File: src/rtl/weight_fetch_seq_if.sv
// Layer descriptor, ROM address/data and weight stream signals of the weight fetch sequencer.
// master = sequencer side, slave = controller / ROMs / MAC datapath side.
interface weight_fetch_seq_if #(
    parameter int WEIGHT_WIDTH = 8,
    parameter int BIAS_WIDTH   = 16,
    parameter int W_ADDR_WIDTH = 11,
    parameter int B_ADDR_WIDTH = 6,
    parameter int CH_WIDTH     = 5,
    parameter int K_WIDTH      = 2
);
    logic                    start;
    logic [W_ADDR_WIDTH-1:0] w_base;
    logic [B_ADDR_WIDTH-1:0] b_base;
    logic [CH_WIDTH-1:0]     out_ch;
    logic [CH_WIDTH-1:0]     in_ch;
    logic [K_WIDTH-1:0]      kernel;
    logic                    busy;
    logic                    done;
    logic [W_ADDR_WIDTH-1:0] w_addr;
    logic [WEIGHT_WIDTH-1:0] w_data;
    logic [B_ADDR_WIDTH-1:0] b_addr;
    logic [BIAS_WIDTH-1:0]   b_data;
    logic                    wt_valid;
    logic                    wt_ready;
    logic [WEIGHT_WIDTH-1:0] wt_data;
    logic [BIAS_WIDTH-1:0]   wt_bias;
    logic                    wt_first;
    logic                    wt_last;
    logic                    wt_layer_last;

    modport master (
        input  start, w_base, b_base, out_ch, in_ch, kernel, w_data, b_data, wt_ready,
        output busy, done, w_addr, b_addr, wt_valid, wt_data, wt_bias, wt_first, wt_last,
        wt_layer_last
    );

    modport slave (
        output start, w_base, b_base, out_ch, in_ch, kernel, w_data, b_data, wt_ready,
        input  busy, done, w_addr, b_addr, wt_valid, wt_data, wt_bias, wt_first, wt_last,
        wt_layer_last
    );
endinterface

File: src/rtl/weight_fetch_seq.sv
// Walks a layer's weights in [out_ch][in_ch][kernel] order, reads weight/bias ROMs and
// streams (weight, bias, framing) beats through a 2-entry skid FIFO at 1 beat/cycle.
module weight_fetch_seq #(
    parameter int WEIGHT_WIDTH = 8,
    parameter int BIAS_WIDTH   = 16,
    parameter int W_ADDR_WIDTH = 11,
    parameter int B_ADDR_WIDTH = 6,
    parameter int CH_WIDTH     = 5,
    parameter int K_WIDTH      = 2
) (
    input  logic               clk,
    input  logic               rst_n,
    weight_fetch_seq_if.master bus
);
    typedef enum logic [1:0] {S_IDLE, S_FETCH, S_DRAIN, S_DONE} state_e;

    typedef struct packed {
        logic [WEIGHT_WIDTH-1:0] w;
        logic [BIAS_WIDTH-1:0]   b;
        logic                    first;
        logic                    last;
        logic                    layer_last;
    } beat_t;

    state_e                  state_q;
    logic                    busy_q, done_q;
    logic [W_ADDR_WIDTH-1:0] w_base_q, w_off_q;
    logic [B_ADDR_WIDTH-1:0] b_base_q;
    logic [CH_WIDTH-1:0]     out_ch_q, in_ch_q, oc_q, ic_q;
    logic [K_WIDTH-1:0]      kernel_q, k_q;
    logic                    pend_q, pend_first_q, pend_last_q, pend_ll_q;
    beat_t                   head_q, tail_q, beat_in;
    logic [1:0]              cnt_q;
    logic [2:0]              cnt_d;
    logic                    pop, issue, zero_size;
    logic                    k_end, ic_end, oc_end, is_first, is_last, is_ll;

    always_comb begin
        pop       = (cnt_q != 2'd0) && bus.wt_ready;
        // occupancy once this cycle's ROM return lands and the head pop retires
        cnt_d     = 3'(cnt_q) + 3'(pend_q) - 3'(pop);
        issue     = (state_q == S_FETCH) && (cnt_d < 3'd2);
        zero_size = (bus.out_ch == '0) || (bus.in_ch == '0) || (bus.kernel == '0);
        k_end     = (k_q  == kernel_q - K_WIDTH'(1));
        ic_end    = (ic_q == in_ch_q  - CH_WIDTH'(1));
        oc_end    = (oc_q == out_ch_q - CH_WIDTH'(1));
        is_first  = (ic_q == '0) && (k_q == '0);
        is_last   = ic_end && k_end;
        is_ll     = is_last && oc_end;
        beat_in   = '{w: bus.w_data, b: bus.b_data, first: pend_first_q,
                      last: pend_last_q, layer_last: pend_ll_q};
    end

    assign bus.busy          = busy_q;
    assign bus.done          = done_q;
    assign bus.w_addr        = w_base_q + w_off_q;
    assign bus.b_addr        = b_base_q + B_ADDR_WIDTH'(oc_q);
    assign bus.wt_valid      = (cnt_q != 2'd0);
    assign bus.wt_data       = head_q.w;
    assign bus.wt_bias       = head_q.b;
    assign bus.wt_first      = head_q.first;
    assign bus.wt_last       = head_q.last;
    assign bus.wt_layer_last = head_q.layer_last;

    always_ff @(posedge clk or negedge rst_n) begin
        if (!rst_n) begin
            state_q      <= S_IDLE;
            busy_q       <= 1'b0;
            done_q       <= 1'b0;
            w_base_q     <= '0;
            w_off_q      <= '0;
            b_base_q     <= '0;
            out_ch_q     <= '0;
            in_ch_q      <= '0;
            kernel_q     <= '0;
            oc_q         <= '0;
            ic_q         <= '0;
            k_q          <= '0;
            pend_q       <= 1'b0;
            pend_first_q <= 1'b0;
            pend_last_q  <= 1'b0;
            pend_ll_q    <= 1'b0;
        end else begin
            done_q <= 1'b0;
            pend_q <= issue;
            if (issue) begin
                pend_first_q <= is_first;
                pend_last_q  <= is_last;
                pend_ll_q    <= is_ll;
            end
            case (state_q)
                S_IDLE: begin
                    if (bus.start) begin
                        busy_q <= 1'b1;
                        if (zero_size) begin
                            // empty layer: no reads, addresses keep their old values
                            state_q <= S_DONE;
                            done_q  <= 1'b1;
                        end else begin
                            state_q  <= S_FETCH;
                            w_base_q <= bus.w_base;
                            b_base_q <= bus.b_base;
                            out_ch_q <= bus.out_ch;
                            in_ch_q  <= bus.in_ch;
                            kernel_q <= bus.kernel;
                            w_off_q  <= '0;
                            oc_q     <= '0;
                            ic_q     <= '0;
                            k_q      <= '0;
                        end
                    end
                end
                S_FETCH: begin
                    if (issue) begin
                        // counters stop on the final read so the addresses hold afterwards
                        if (is_ll) begin
                            state_q <= S_DRAIN;
                        end else begin
                            w_off_q <= w_off_q + W_ADDR_WIDTH'(1);
                            if (k_end) begin
                                k_q <= '0;
                                if (ic_end) begin
                                    ic_q <= '0;
                                    oc_q <= oc_q + CH_WIDTH'(1);
                                end else begin
                                    ic_q <= ic_q + CH_WIDTH'(1);
                                end
                            end else begin
                                k_q <= k_q + K_WIDTH'(1);
                            end
                        end
                    end
                end
                S_DRAIN: begin
                    if (cnt_d == 3'd0 && !pend_q) begin
                        state_q <= S_DONE;
                        done_q  <= 1'b1;
                    end
                end
                S_DONE: begin
                    state_q <= S_IDLE;
                    busy_q  <= 1'b0;
                end
                default: state_q <= S_IDLE;
            endcase
        end
    end

    // Shift-style FIFO: the head entry is always the register that drives wt_*.
    always_ff @(posedge clk or negedge rst_n) begin
        if (!rst_n) begin
            head_q <= '0;
            tail_q <= '0;
            cnt_q  <= '0;
        end else begin
            cnt_q <= cnt_d[1:0];
            case ({pend_q, pop})
                2'b01: head_q <= tail_q;
                2'b10: begin
                    if (cnt_q == 2'd0) head_q <= beat_in;
                    else               tail_q <= beat_in;
                end
                2'b11: begin
                    if (cnt_q == 2'd2) begin
                        head_q <= tail_q;
                        tail_q <= beat_in;
                    end else begin
                        head_q <= beat_in;
                    end
                end
                default: ;
            endcase
        end
    end
endmodule

File: src/flat_wrapper.sv
// flat-port wrapper written by rule: the top's interface ports become plain ports
module weight_fetch_seq_flat 
#(
    parameter int WEIGHT_WIDTH = 8,
    parameter int BIAS_WIDTH   = 16,
    parameter int W_ADDR_WIDTH = 11,
    parameter int B_ADDR_WIDTH = 6,
    parameter int CH_WIDTH     = 5,
    parameter int K_WIDTH      = 2
)
  (clk, rst_n, bus_start, bus_w_base, bus_b_base, bus_out_ch, bus_in_ch, bus_kernel, bus_w_data, bus_b_data, bus_wt_ready, bus_busy, bus_done, bus_w_addr, bus_b_addr, bus_wt_valid, bus_wt_data, bus_wt_bias, bus_wt_first, bus_wt_last, bus_wt_layer_last);
  weight_fetch_seq_if #(.WEIGHT_WIDTH(WEIGHT_WIDTH), .BIAS_WIDTH(BIAS_WIDTH), .W_ADDR_WIDTH(W_ADDR_WIDTH), .B_ADDR_WIDTH(B_ADDR_WIDTH), .CH_WIDTH(CH_WIDTH), .K_WIDTH(K_WIDTH)) bus_i ();
  input  logic clk;
  input  logic rst_n;
  input wire logic [$bits(bus_i.start)-1:0] bus_start;
  input wire logic [$bits(bus_i.w_base)-1:0] bus_w_base;
  input wire logic [$bits(bus_i.b_base)-1:0] bus_b_base;
  input wire logic [$bits(bus_i.out_ch)-1:0] bus_out_ch;
  input wire logic [$bits(bus_i.in_ch)-1:0] bus_in_ch;
  input wire logic [$bits(bus_i.kernel)-1:0] bus_kernel;
  input wire logic [$bits(bus_i.w_data)-1:0] bus_w_data;
  input wire logic [$bits(bus_i.b_data)-1:0] bus_b_data;
  input wire logic [$bits(bus_i.wt_ready)-1:0] bus_wt_ready;
  output wire logic [$bits(bus_i.busy)-1:0] bus_busy;
  output wire logic [$bits(bus_i.done)-1:0] bus_done;
  output wire logic [$bits(bus_i.w_addr)-1:0] bus_w_addr;
  output wire logic [$bits(bus_i.b_addr)-1:0] bus_b_addr;
  output wire logic [$bits(bus_i.wt_valid)-1:0] bus_wt_valid;
  output wire logic [$bits(bus_i.wt_data)-1:0] bus_wt_data;
  output wire logic [$bits(bus_i.wt_bias)-1:0] bus_wt_bias;
  output wire logic [$bits(bus_i.wt_first)-1:0] bus_wt_first;
  output wire logic [$bits(bus_i.wt_last)-1:0] bus_wt_last;
  output wire logic [$bits(bus_i.wt_layer_last)-1:0] bus_wt_layer_last;
  assign bus_i.start = bus_start;
  assign bus_i.w_base = bus_w_base;
  assign bus_i.b_base = bus_b_base;
  assign bus_i.out_ch = bus_out_ch;
  assign bus_i.in_ch = bus_in_ch;
  assign bus_i.kernel = bus_kernel;
  assign bus_i.w_data = bus_w_data;
  assign bus_i.b_data = bus_b_data;
  assign bus_i.wt_ready = bus_wt_ready;
  assign bus_busy = bus_i.busy;
  assign bus_done = bus_i.done;
  assign bus_w_addr = bus_i.w_addr;
  assign bus_b_addr = bus_i.b_addr;
  assign bus_wt_valid = bus_i.wt_valid;
  assign bus_wt_data = bus_i.wt_data;
  assign bus_wt_bias = bus_i.wt_bias;
  assign bus_wt_first = bus_i.wt_first;
  assign bus_wt_last = bus_i.wt_last;
  assign bus_wt_layer_last = bus_i.wt_layer_last;
  weight_fetch_seq #(.WEIGHT_WIDTH(WEIGHT_WIDTH), .BIAS_WIDTH(BIAS_WIDTH), .W_ADDR_WIDTH(W_ADDR_WIDTH), .B_ADDR_WIDTH(B_ADDR_WIDTH), .CH_WIDTH(CH_WIDTH), .K_WIDTH(K_WIDTH)) u_core (.clk(clk), .rst_n(rst_n), .bus(bus_i));
endmodule
File: config.mk
export PLATFORM = sky130hd
export DESIGN_NAME = weight_fetch_seq_flat
export DESIGN_NICKNAME = d
export VERILOG_FILES = /design/src/rtl/weight_fetch_seq_if.sv /design/src/rtl/weight_fetch_seq.sv /design/src/flat_wrapper.sv
export SDC_FILE = /design/constraint.sdc
export NUM_CORES = 1
export LEC_CHECK = 0
export BUFFER_PORTS_ARGS = -buffer_cell sky130_fd_sc_hd__buf_4
export CAP_MARGIN = 0
export CORE_MARGIN = 3
export CORE_UTILIZATION = 23
export DETAILED_ROUTE_END_ITERATION = 7
export GPL_TIMING_DRIVEN = 1
export PLACE_DENSITY = 0.44
export SLEW_MARGIN = 20
export SYNTH_ARGS = -nofsm -noshare
export SYNTH_HDL_FRONTEND = slang
export SYNTH_SLANG_ARGS = --single-unit
File: constraint.sdc
create_clock -name clk -period 9.59 [get_ports clk]
set_clock_uncertainty 0.2 [all_clocks]
set_input_delay 1.918 -clock clk [delete_from_list [all_inputs] [get_ports clk]]
set_output_delay 1.918 -clock clk [all_outputs]
set_load 0.01 [all_outputs]
* Word-level counts from Yosys, hierarchy flattened
Index checks and enable logic that the tools add are counted.
** Word-level totals
- Flip-flop bits (word level) :: 116
- Input port bits :: 57
- Output and inout bits :: 47
- Logic and storage cells :: 132
** Operators by class
- $add $sub $neg :: 11
- Order comparisons :: 1
- Eq/ne operators :: 21
- Mux-type cells :: 41
- Bitwise gates (word level) :: 1
- Reduce and logical (&&, ||, !) cells :: 30
** Operators with widths (number)
- $mux W27 :: 4
- $pmux W27 S3 :: 1
- $pmux W27 S2 :: 1
- $mux W5 :: 10
- $mux W11 :: 4
- $pmux W11 S2 :: 1
- $mux W2 :: 10
- $pmux W5 S2 :: 2
- $logic_not A5 Y1 :: 3
- $ne A2 B1 Y1 const B :: 7
- $add A11 B1 Y11 const B :: 1
- $add A11 B11 Y11 :: 1
- $add A5 B1 Y5 const B :: 2
- $eq A2 B2 Y1 const B :: 5
- $eq A5 B5 Y1 :: 2
- $sub A5 B1 Y5 const B :: 2
- $logic_not A2 Y1 :: 4
- $ne A2 B2 Y1 const B :: 4
- $pmux W2 S4 :: 1
- $reduce_bool A2 Y1 :: 4
- $reduce_and A7 Y1 :: 1
- $add A6 B5 Y6 :: 1
- $logic_and A1 B1 Y1 :: 6
- $reduce_and A3 Y1 :: 2
- other kinds (19) :: 26

* Depth between registers and ports, before layout
Gate-level depths: netlist (run 1).
- Depth after elaboration :: 7
- Depth in mapped cells :: 14
- Gate-level depth less buffers :: 13

* Worst setup path after synthesis (run 1)
No wires, ideal clock.
- Path kind :: input to register
- From :: in bus_wt_ready
- To :: reg u_core.k_q[0]
- Library setup time :: 0.127 ns
- Data arrival time :: 4.066 ns
- Data required time :: 9.263 ns
- Slack :: 5.197 ns
- Stages :: 12
- Path buffers :: 1
- Cells stage by stage :: nand2_1 -> inv_1 -> ha_1 -> inv_1 -> ha_1 -> fa_1 -> xor2_1 -> nor2b_1 -> o22ai_2 -> or2_1 -> buf_6 -> mux2_1
** Between the ends
- Longest elaborated chain between the ends :: 6
** Ends and longest elaborated chain
- start, declared :: RTL line flat_wrapper.sv:23 : input wire logic [$bits(bus_i.wt_ready)-1:0] bus_wt_ready;
- $logic_and A1 B1 Y1 :: RTL line weight_fetch_seq.sv:39 : pop = (cnt_q != 2'd0) && bus.wt_ready;
- $sub A3 B1 Y3 :: RTL line weight_fetch_seq.sv:41 : cnt_d = 3'(cnt_q) + 3'(pend_q) - 3'(pop);
- $lt A3 B2 Y1 :: RTL line weight_fetch_seq.sv:42 : issue = (state_q == S_FETCH) && (cnt_d < 3'd2);
- $logic_and A1 B1 Y1 :: RTL line weight_fetch_seq.sv:42
- $ne A2 B1 Y1 (no line)
- $reduce_and A5 Y1 (no line)
- end signal, assigned :: RTL line weight_fetch_seq.sv:129 : k_q <= k_q + K_WIDTH'(1);
- end, declared :: RTL line weight_fetch_seq.sv:30 : logic [K_WIDTH-1:0] kernel_q, k_q;
No other way between the ends.
A chain may end at the register's enable or synchronous reset.

* Worst setup path after layout (run 1)
- From :: reg u_core.w_off_q[0]
- To :: out bus_w_addr[10]
** Between the ends
- Longest elaborated chain between the ends :: 1
** Ends and longest elaborated chain
- start, declared :: RTL line weight_fetch_seq.sv:27 : logic [W_ADDR_WIDTH-1:0] w_base_q, w_off_q;
- start signal, assigned :: RTL line weight_fetch_seq.sv:119 : w_off_q <= w_off_q + W_ADDR_WIDTH'(1);
- $add A11 B11 Y11 :: RTL line weight_fetch_seq.sv:56 : assign bus.w_addr = w_base_q + w_off_q;
- end, declared :: RTL line flat_wrapper.sv:26 : output wire logic [$bits(bus_i.w_addr)-1:0] bus_w_addr;
No other way between the ends.

==> results.py, run 1 <==
metrics = {
    "status": {
        "run_status": "finished clean",
    },
    "synthesis": {
        "synthCells": 611,
        "post_synthesis_sequential_element_count": 116,
        "synth-warning-count": 0,
        "synth_async_sr_flop_share": 1.00,
        "netlist_area_um2": 6250,
        "post_synth_num_cell_types": 69,
        "synth.avg_cell_area_um2": 10.2,
        "ys_dominant_reg_cell": "dfrtp_1",
        "syn_nets": 701,
        "yosysSeqAreaShare": 0.464,
        "synth_edf_count": 0,
    },
    "routing": {
        "detail-route-antenna-nets": 0,
        "routed_wire_length_per_instance_um": 15.0,
        "detail_route.wirelength_mm": 15.9,
        "route.vias.total": 4807,
        "detail_route.drc_violations": 0,
        "avgViaCountPerCell": 4.54,
        "detailedRoute.firstIterationViolations": 170,
        "first_pass_iters": 5,
    },
    "clock_network": {
        "path_clk_slew_ns": 0.06,
        "clock_latency_ns": 0.41,
        "cts_setup_buffers": 0,
        "cts_made_buffers": 17,
        "clk_path_buf_depth": 2,
        "root_buffer": "clkbuf_16",
        "cts-htree-levels": 4,
        "cts_tree": "built",
        "cts-hold-fix-buffers": 0,
        "clock-sinks": 116,
        "post_cts.resized_instances": 0,
    },
    "floorplanning": {
        "dieWidth_um": 171,
        "std_cell_rows": 59,
        "start_util": 0.237,
        "floorplan.die_area_um2": 29200,
        "design.portCount": 104,
        "die-height_um": 171,
        "floorplan.core_area_um2": 26400,
    },
    "setup_path": {
        "critical-path-top-cell-by-count": "o21ai_0",
        "reg2reg_to": "u_core.k_q[0]",
        "critPathLaunchType": "flop",
        "worstPathArrival_ns": 2.83,
        "worst_r2r_path_depth": 13,
        "worst_path_largest_cell_delay_ns": 0.45,
        "worstSetupEndpointType": "output pin",
        "startpoint": "u_core.w_off_q[0]",
        "rr_startpoint": "u_core.cnt_q[1]",
        "ff2ff_setup_slack_ns": 5.70,
        "critical_path_endpoint": "bus_w_addr[10]",
        "critical_path.slowest_cell": "dfrtp_1",
        "path_class": "flop to output pin",
        "worstPathRequired_ns": 7.47,
        "worst-path-max-fanout": 5,
        "worstPathCellList": "ha_1 > inv_1 > fa_1 > nor2b_1 > o21ai_0 > a21boi_0 > o21ai_0 > a21o_1 > a211oi_1 > buf_4",
    },
    "layout": {
        "area_delta_synth_final_pct": 26.7,
        "antenna_cells_inserted": 0,
        "finalNonFillerCells": 1058,
        "number_of_nets_in_the_layout": 800,
        "drive_gt1_frac": 0.271,
        "mostFrequentLayoutCells": "dfrtp_1, buf_4, nand2_1",
        "mostFrequentLayoutCell": "dfrtp_1",
        "filler_cell_count": 2794,
    },
    "sta": {
        "finalCritPeriodShare": 0.516,
        "final.setup.tns_ns": 0,
        "final_setup_slack_of_the_worst_path_ns": 4.64,
        "grt_setup_unrepaired": "false",
        "max_freq_mhz": 202,
        "slew_violations": 0,
        "finalSetupViolations": 0,
        "worst_slew_margin_rel": 0.337,
        "worstMarginPinSlew_ns": 0.994,
        "final-hold-violation-count": 0,
        "min_tclk_post_route_ns": 4.95,
    },
    "global_route": {
        "antenna_found_initial": 0,
        "grt_max_degree": 62,
        "first_global_vias": 5048,
        "grt_pass1_wl_mm": 26.1,
        "grt_util_all_layers": 0.113,
        "gr-total-overflow": 0,
    },
    "placed_design": {
        "post_place_setup_slack_ns": 4.46,
        "dpl.cell_count": 1026,
        "finalWeightedCongestion": 0.752,
        "hpwl_mm": 11.1,
        "port-buffer-count": 103,
    },
    "power_and_ir_drop": {
        "power.density_nw_per_um2": 323,
        "power_leakage_nw": 3.59,
        "peak_supply_drop_mv": 0.112,
    },
    "run": {
        "max_cap_violations": 0,
    },
    "min_path": {
        "min_path_type": "flop to flop",
    },
}
report_power, final:
part           switching (W)  internal [W]
Clock               0.000255      0.000336
Sequential          0.000136      0.000686
Combinational       0.000609      0.000533
kinds of logic (layout without fill, tap and decap cells):
family,count (synthesis),after routing,share of synthesized area
AO/OA/AOI/OAI,144,144,0.159
XOR/XNOR,25,25,0.0350
adder cells (fa/ha/maj),33,33,0.0697
buffers and inverters,65,177,0.0420
flip-flops,116,116,0.464
multiplexers,54,54,0.0957
AND/OR/NAND/NOR,174,174,0.134
per-layer routing:
layer,routed length [um],global-route usage
met1,7540,0.147
met2,7480,0.186
met3,699,0.0268
met4,190,0.0346
met5,0,0
final cells by class:
class | instances | area, um2 | area share
Timing Repair Buffer | 107 | 803 | 0.101
Sequential cell | 116 | 2900 | 0.366
Clock buffer | 17 | 425 | 0.0537
Clock inverter | 15 | 125 | 0.0158
Tap cell | 335 | 419 | 0.0529
Inverter | 38 | 143 | 0.0180
Multi-Input combinational cell | 430 | 3100 | 0.392
through the flow:
stage | util | hold slack, ns | cell area, um2 | power (W)
after floorplan | - | 0.260 | 6250 | 0.00158
after detailed placement | 0.280 | 0.271 | 7370 | 0.00199
final | 0.301 | 0.277 | 7920 | 0.00256
after global routing | 0.301 | 0.306 | 7920 | 0.00278
after CTS | 0.301 | 0.284 | 7920 | 0.00260
after global placement | 0.280 | 0.262 | 7370 | 0.00198
flip-flops by register name (all words and copies together), names as in the netlist, 2 cells and up:
signal              cells
u_core.b_base_q         6
u_core.bus.wt_bias     16
u_core.bus.wt_data      8
u_core.cnt_q            2
u_core.ic_q             5
u_core.in_ch_q          5
u_core.k_q              2
u_core.kernel_q         2
u_core.oc_q             5
u_core.out_ch_q         5
u_core.state_q          2
u_core.tail_q          27
u_core.w_base_q        11
u_core.w_off_q         11
cell usage after synthesis (3+ instances only):
cell	count	area share
a21o_1	6	0.0072
nand2_1	91	0.055
o311ai_0	4	0.0056
xor2_1	9	0.013
a22oi_1	27	0.032
o21ai_0	50	0.040
and2_1	3	0.0030
mux2i_1	10	0.016
nor2_1	17	0.010
a32o_1	3	0.0048
dfrtp_1	116	0.46
o211ai_1	3	0.0036
inv_1	38	0.023
nand2b_1	10	0.010
mux2_2	42	0.076
nor3_1	12	0.0096
a211oi_1	5	0.0060
fa_1	3	0.0096
nand4_1	4	0.0040
or4_1	3	0.0036
buf_2	3	0.0024
buf_1	3	0.0018
clkbuf_1	18	0.011
nand3_1	11	0.0088
o221ai_1	3	0.0042
o41ai_1	3	0.0042
xnor2_1	16	0.022
a21oi_1	11	0.0088
ha_1	30	0.060
nor2b_1	4	0.0040
critical path, delay by kind of cell, from the launching register on:
family                     cells  cell delay, ns
AOI/OAI and AO/OA              5            1.02
adders and majority gates      2            0.60
DFF                            1            0.45
buffers and inverters          2            0.23
and+or+nand+nor                1            0.12
worst min-delay path by stage:
stage / from / endpoint / slack (ns) / cells past startpoint
6_report: u_core.bus.wt_layer_last / u_core.bus.wt_layer_last / 0.28 / 2
5_1_grt: u_core.bus.wt_bias[0] / u_core.bus.wt_bias[0] / 0.31 / 2
3_3_place_gp: u_core.bus.wt_last / u_core.bus.wt_last / 0.26 / 2
3_5_place_dp: u_core.bus.wt_layer_last / u_core.bus.wt_layer_last / 0.27 / 2
4_1_cts: u_core.bus.wt_layer_last / u_core.bus.wt_layer_last / 0.28 / 2
2_1_floorplan: u_core.kernel_q[0] / u_core.kernel_q[0] / 0.26 / 2
(Power assumes the default switching activity.)
==> inputs of run 2 (changes only) <==
- ABC_AREA: default -> 1
- clock period: 9.59 -> 5.07 ns (I/O delays scaled with it)
==> run 2 against run 1 <==
Via count increased by 11%. Critical path depth grew 3. Critical endpoint is now bus_w_addr[8]. Cell count up 21%. First-iteration DRC count increased by 72%. Largest cell class unchanged. Sequential cell count unchanged. Sequential share of layout area shrank 2.3 points. Setup slack got worse by 3.3 ns. Total power rose by 90%. Critical path type unchanged. Routed wire length decreased by 0.70%. Combinational power rose by 84%.
==> results.py, run 2 <==
metrics = {
    "routing": {
        "detail-route-antenna-nets": 0,
        "detailedRoute.firstIterationViolations": 292,
        "routedLengthMet1_mm": 7.86,
        "detail_route.drc_violations": 0,
        "top_layer": "met4",
        "first_pass_iters": 4,
        "met2WireLength_mm": 7.01,
        "route.vias.total": 5327,
        "routed_wire_length_per_instance_um": 12.3,
        "avgViaCountPerCell": 4.15,
        "met3WireLength_um": 743,
        "detail_route.wirelength_mm": 15.8,
    },
    "synthesis": {
        "synth-warning-count": 0,
        "synth_async_sr_flop_share": 1.00,
        "library_cell_with_the_largest_summed_area_after_synthesis": "dfrtp_1",
        "netlist_area_um2": 6620,
        "ys_dominant_reg_cell": "dfrtp_1",
        "yosysSeqAreaShare": 0.439,
        "post_synth_num_cell_types": 37,
        "synth_commonest_cells": "nand2_1, inv_1, dfrtp_1, nor2_1, o21ai_0",
        "synth_top_cell_area_share": 0.439,
        "synth.avg_cell_area_um2": 8.43,
        "synth.area.top_cells": "dfrtp_1, nand2_1, mux2_2",
        "synth_edf_count": 0,
        "most_repeated_cell_in_the_gate_level_netlist_after_synthesis": "nand2_1",
        "synthCells": 785,
        "syn_nets": 875,
        "post_synthesis_sequential_element_count": 116,
    },
    "floorplanning": {
        "floorplan.die_area_um2": 30800,
        "std_cell_rows": 61,
        "dieWidth_um": 176,
        "design.portCount": 104,
        "start_util": 0.236,
        "floorplan.core_area_um2": 28100,
        "die-height_um": 176,
    },
    "clock_network": {
        "clk_path_buf_depth": 2,
        "cts_made_buffers": 17,
        "cts_tree": "built",
        "cts-htree-levels": 4,
        "cts-hold-fix-buffers": 0,
        "root_buffer": "clkbuf_16",
        "clock-sinks": 116,
        "path_clk_slew_ns": 0.06,
        "post_cts.resized_instances": 0,
        "clock_latency_ns": 0.42,
        "cts_setup_buffers": 0,
    },
    "power_and_ir_drop": {
        "power_frac_comb": 0.432,
        "power_leakage_nw": 4.22,
        "power.density_nw_per_um2": 575,
        "p_clk_frac": 0.254,
        "sequentialPowerShare": 0.314,
        "sw_frac_of_total": 0.392,
        "p_int_w": 0.00295,
        "peak_supply_drop_mv": 0.187,
        "net-switching-power_w": 0.00190,
    },
    "layout": {
        "mostFrequentLayoutCells": "nand2_1, inv_1, dfrtp_1",
        "number_of_nets_in_the_layout": 983,
        "largest-register": "u_core.tail_q",
        "antenna_cells_inserted": 0,
        "drive_gt1_frac": 0.252,
        "mostFrequentLayoutCell": "nand2_1",
        "largest_register_ff_count": 27,
        "filler_cell_count": 3061,
        "area_delta_synth_final_pct": 27.6,
    },
    "sta": {
        "finalSetupViolations": 0,
        "final-hold-violation-count": 0,
        "final_setup_slack_of_the_worst_path_ns": 1.32,
        "finalCritPeriodShare": 0.739,
        "grt_setup_unrepaired": "false",
        "min_tclk_post_route_ns": 3.75,
        "max_freq_mhz": 267,
        "final.setup.tns_ns": 0,
        "worstMarginPinSlew_ns": 0.581,
        "slew_violations": 0,
        "worst_slew_margin_rel": 0.613,
    },
    "setup_path": {
        "cpLargestDelayFamily": "adder cells",
        "critPathLaunchType": "flop",
        "ff2ff_setup_slack_ns": 1.68,
        "worst-path-max-fanout": 7,
        "critical-path-top-cell-by-count": "nand2_1",
        "path_class": "flop to output pin",
        "timing.critical_path.buf_inv": 3,
        "worst_path_largest_cell_delay_ns": 0.49,
        "worstPathCellList": "ha_1 > inv_1 > fa_1 > inv_1 > nand3_1 > nand2_1 > nand2_1 > nand2_1 > a21oi_1 > nor2_1 > nor2_1 > xnor2_1 > buf_4",
        "worst_r2r_path_depth": 16,
        "worstPathArrival_ns": 2.53,
        "worstPathRequired_ns": 3.86,
        "rr_startpoint": "u_core.cnt_q[1]",
        "critical_path.slowest_cell": "dfrtp_1",
        "worstSetupEndpointType": "output pin",
        "reg2reg_to": "u_core.w_off_q[0]",
    },
    "placed_design": {
        "hpwl_mm": 11.0,
        "port-buffer-count": 103,
        "post_place_setup_slack_ns": 1.17,
        "finalWeightedCongestion": 0.726,
    },
    "global_route": {
        "first_global_vias": 5411,
        "gr-total-overflow": 0,
        "grt_max_degree": 72,
        "antenna_found_initial": 0,
        "grt_pass1_wl_mm": 27.1,
        "grt_util_all_layers": 0.108,
    },
    "status": {
        "run_status": "finished clean",
    },
    "run": {
        "max_cap_violations": 0,
    },
    "min_path": {
        "timing.hold.worst_path_depth": 2,
        "worst_hold_startpoint": "u_core.tail_q[20]",
        "min_path_type": "flop to flop",
        "holdPathEnd": "u_core.tail_q[20]",
    },
}
run 2: cell families (layout without fill, tap and decap cells):
family                   after synthesis  in the layout  share of synthesized area
AND/OR/NAND/NOR                      309            309                      0.204
buffers and inverters                147            268                     0.0881
flip-flops                           116            116                      0.439
AO/OA/AOI/OAI                        114            114                     0.0995
multiplexers                          43             43                     0.0732
adder cells (fa/ha/maj)               33             33                     0.0658
XOR/XNOR                              23             23                     0.0304
run 2: metal layers:
| metal | up-vias | track usage |
|---|---|---|
| met5 | - | 0 |
| met4 | 0 | 0.0343 |
| met3 | 14 | 0.0262 |
| met2 | 110 | 0.167 |
| met1 | 2454 | 0.147 |
| li1 | 2749 | - |
run 2: tightest hold or removal path, cell delays in order (launching register included):
cell and delay, ns:
dfrtp_1 0.34, nand2_1 0.05, o21ai_0 0.06
run 2: worst max path at each step:
| stage | from | end | slack [ns] | depth (start not counted) |
|---|---|---|---|---|
| final | u_core.w_off_q[0] | bus_w_addr[8] | 1.32 | 13 |
| after global routing | u_core.w_off_q[0] | bus_w_addr[8] | 1.05 | 13 |
| after CTS | u_core.w_off_q[0] | bus_w_addr[8] | 1.25 | 13 |
| after detailed placement | bus_wt_ready | u_core.w_off_q[1] | 1.17 | 15 |
| after global placement | bus_wt_ready | u_core.w_off_q[9] | 1.16 | 16 |
| after floorplan | bus_wt_ready | u_core.w_off_q[7] | 1.72 | 16 |
run 2: power by group through the flow:
stage	Combinational (W)	Clock (W)	Sequential, W
after floorplan	0.00145	0	0.00153
after global placement	0.00211	0	0.00154
after detailed placement	0.00212	0	0.00154
after CTS	0.00213	0.00128	0.00153
after global routing	0.00240	0.00132	0.00158
final	0.00210	0.00123	0.00153
run 2: metrics by stage:
stage               power, W  area (um2)  hold WS, ns  utilization  cells
floorplan            0.00298        6620        0.253            -    785
global placement     0.00365        7820        0.267        0.278   1251
detailed placement   0.00366        7820        0.273        0.278   1251
CTS                  0.00494        8410        0.287        0.300   1283
global route         0.00530        8440        0.303        0.301   1284
finish               0.00485        8440        0.285        0.301   1284
run 2: final cells by class:
cell class	instances	area [um2]	share of cell area
Sequential cell	116	2900	0.344
Inverter	125	469	0.0556
Timing Repair Buffer	111	866	0.103
Multi-Input combinational cell	522	3140	0.371
Clock inverter	15	170	0.0202
Tap cell	378	473	0.0560
Clock buffer	17	425	0.0504
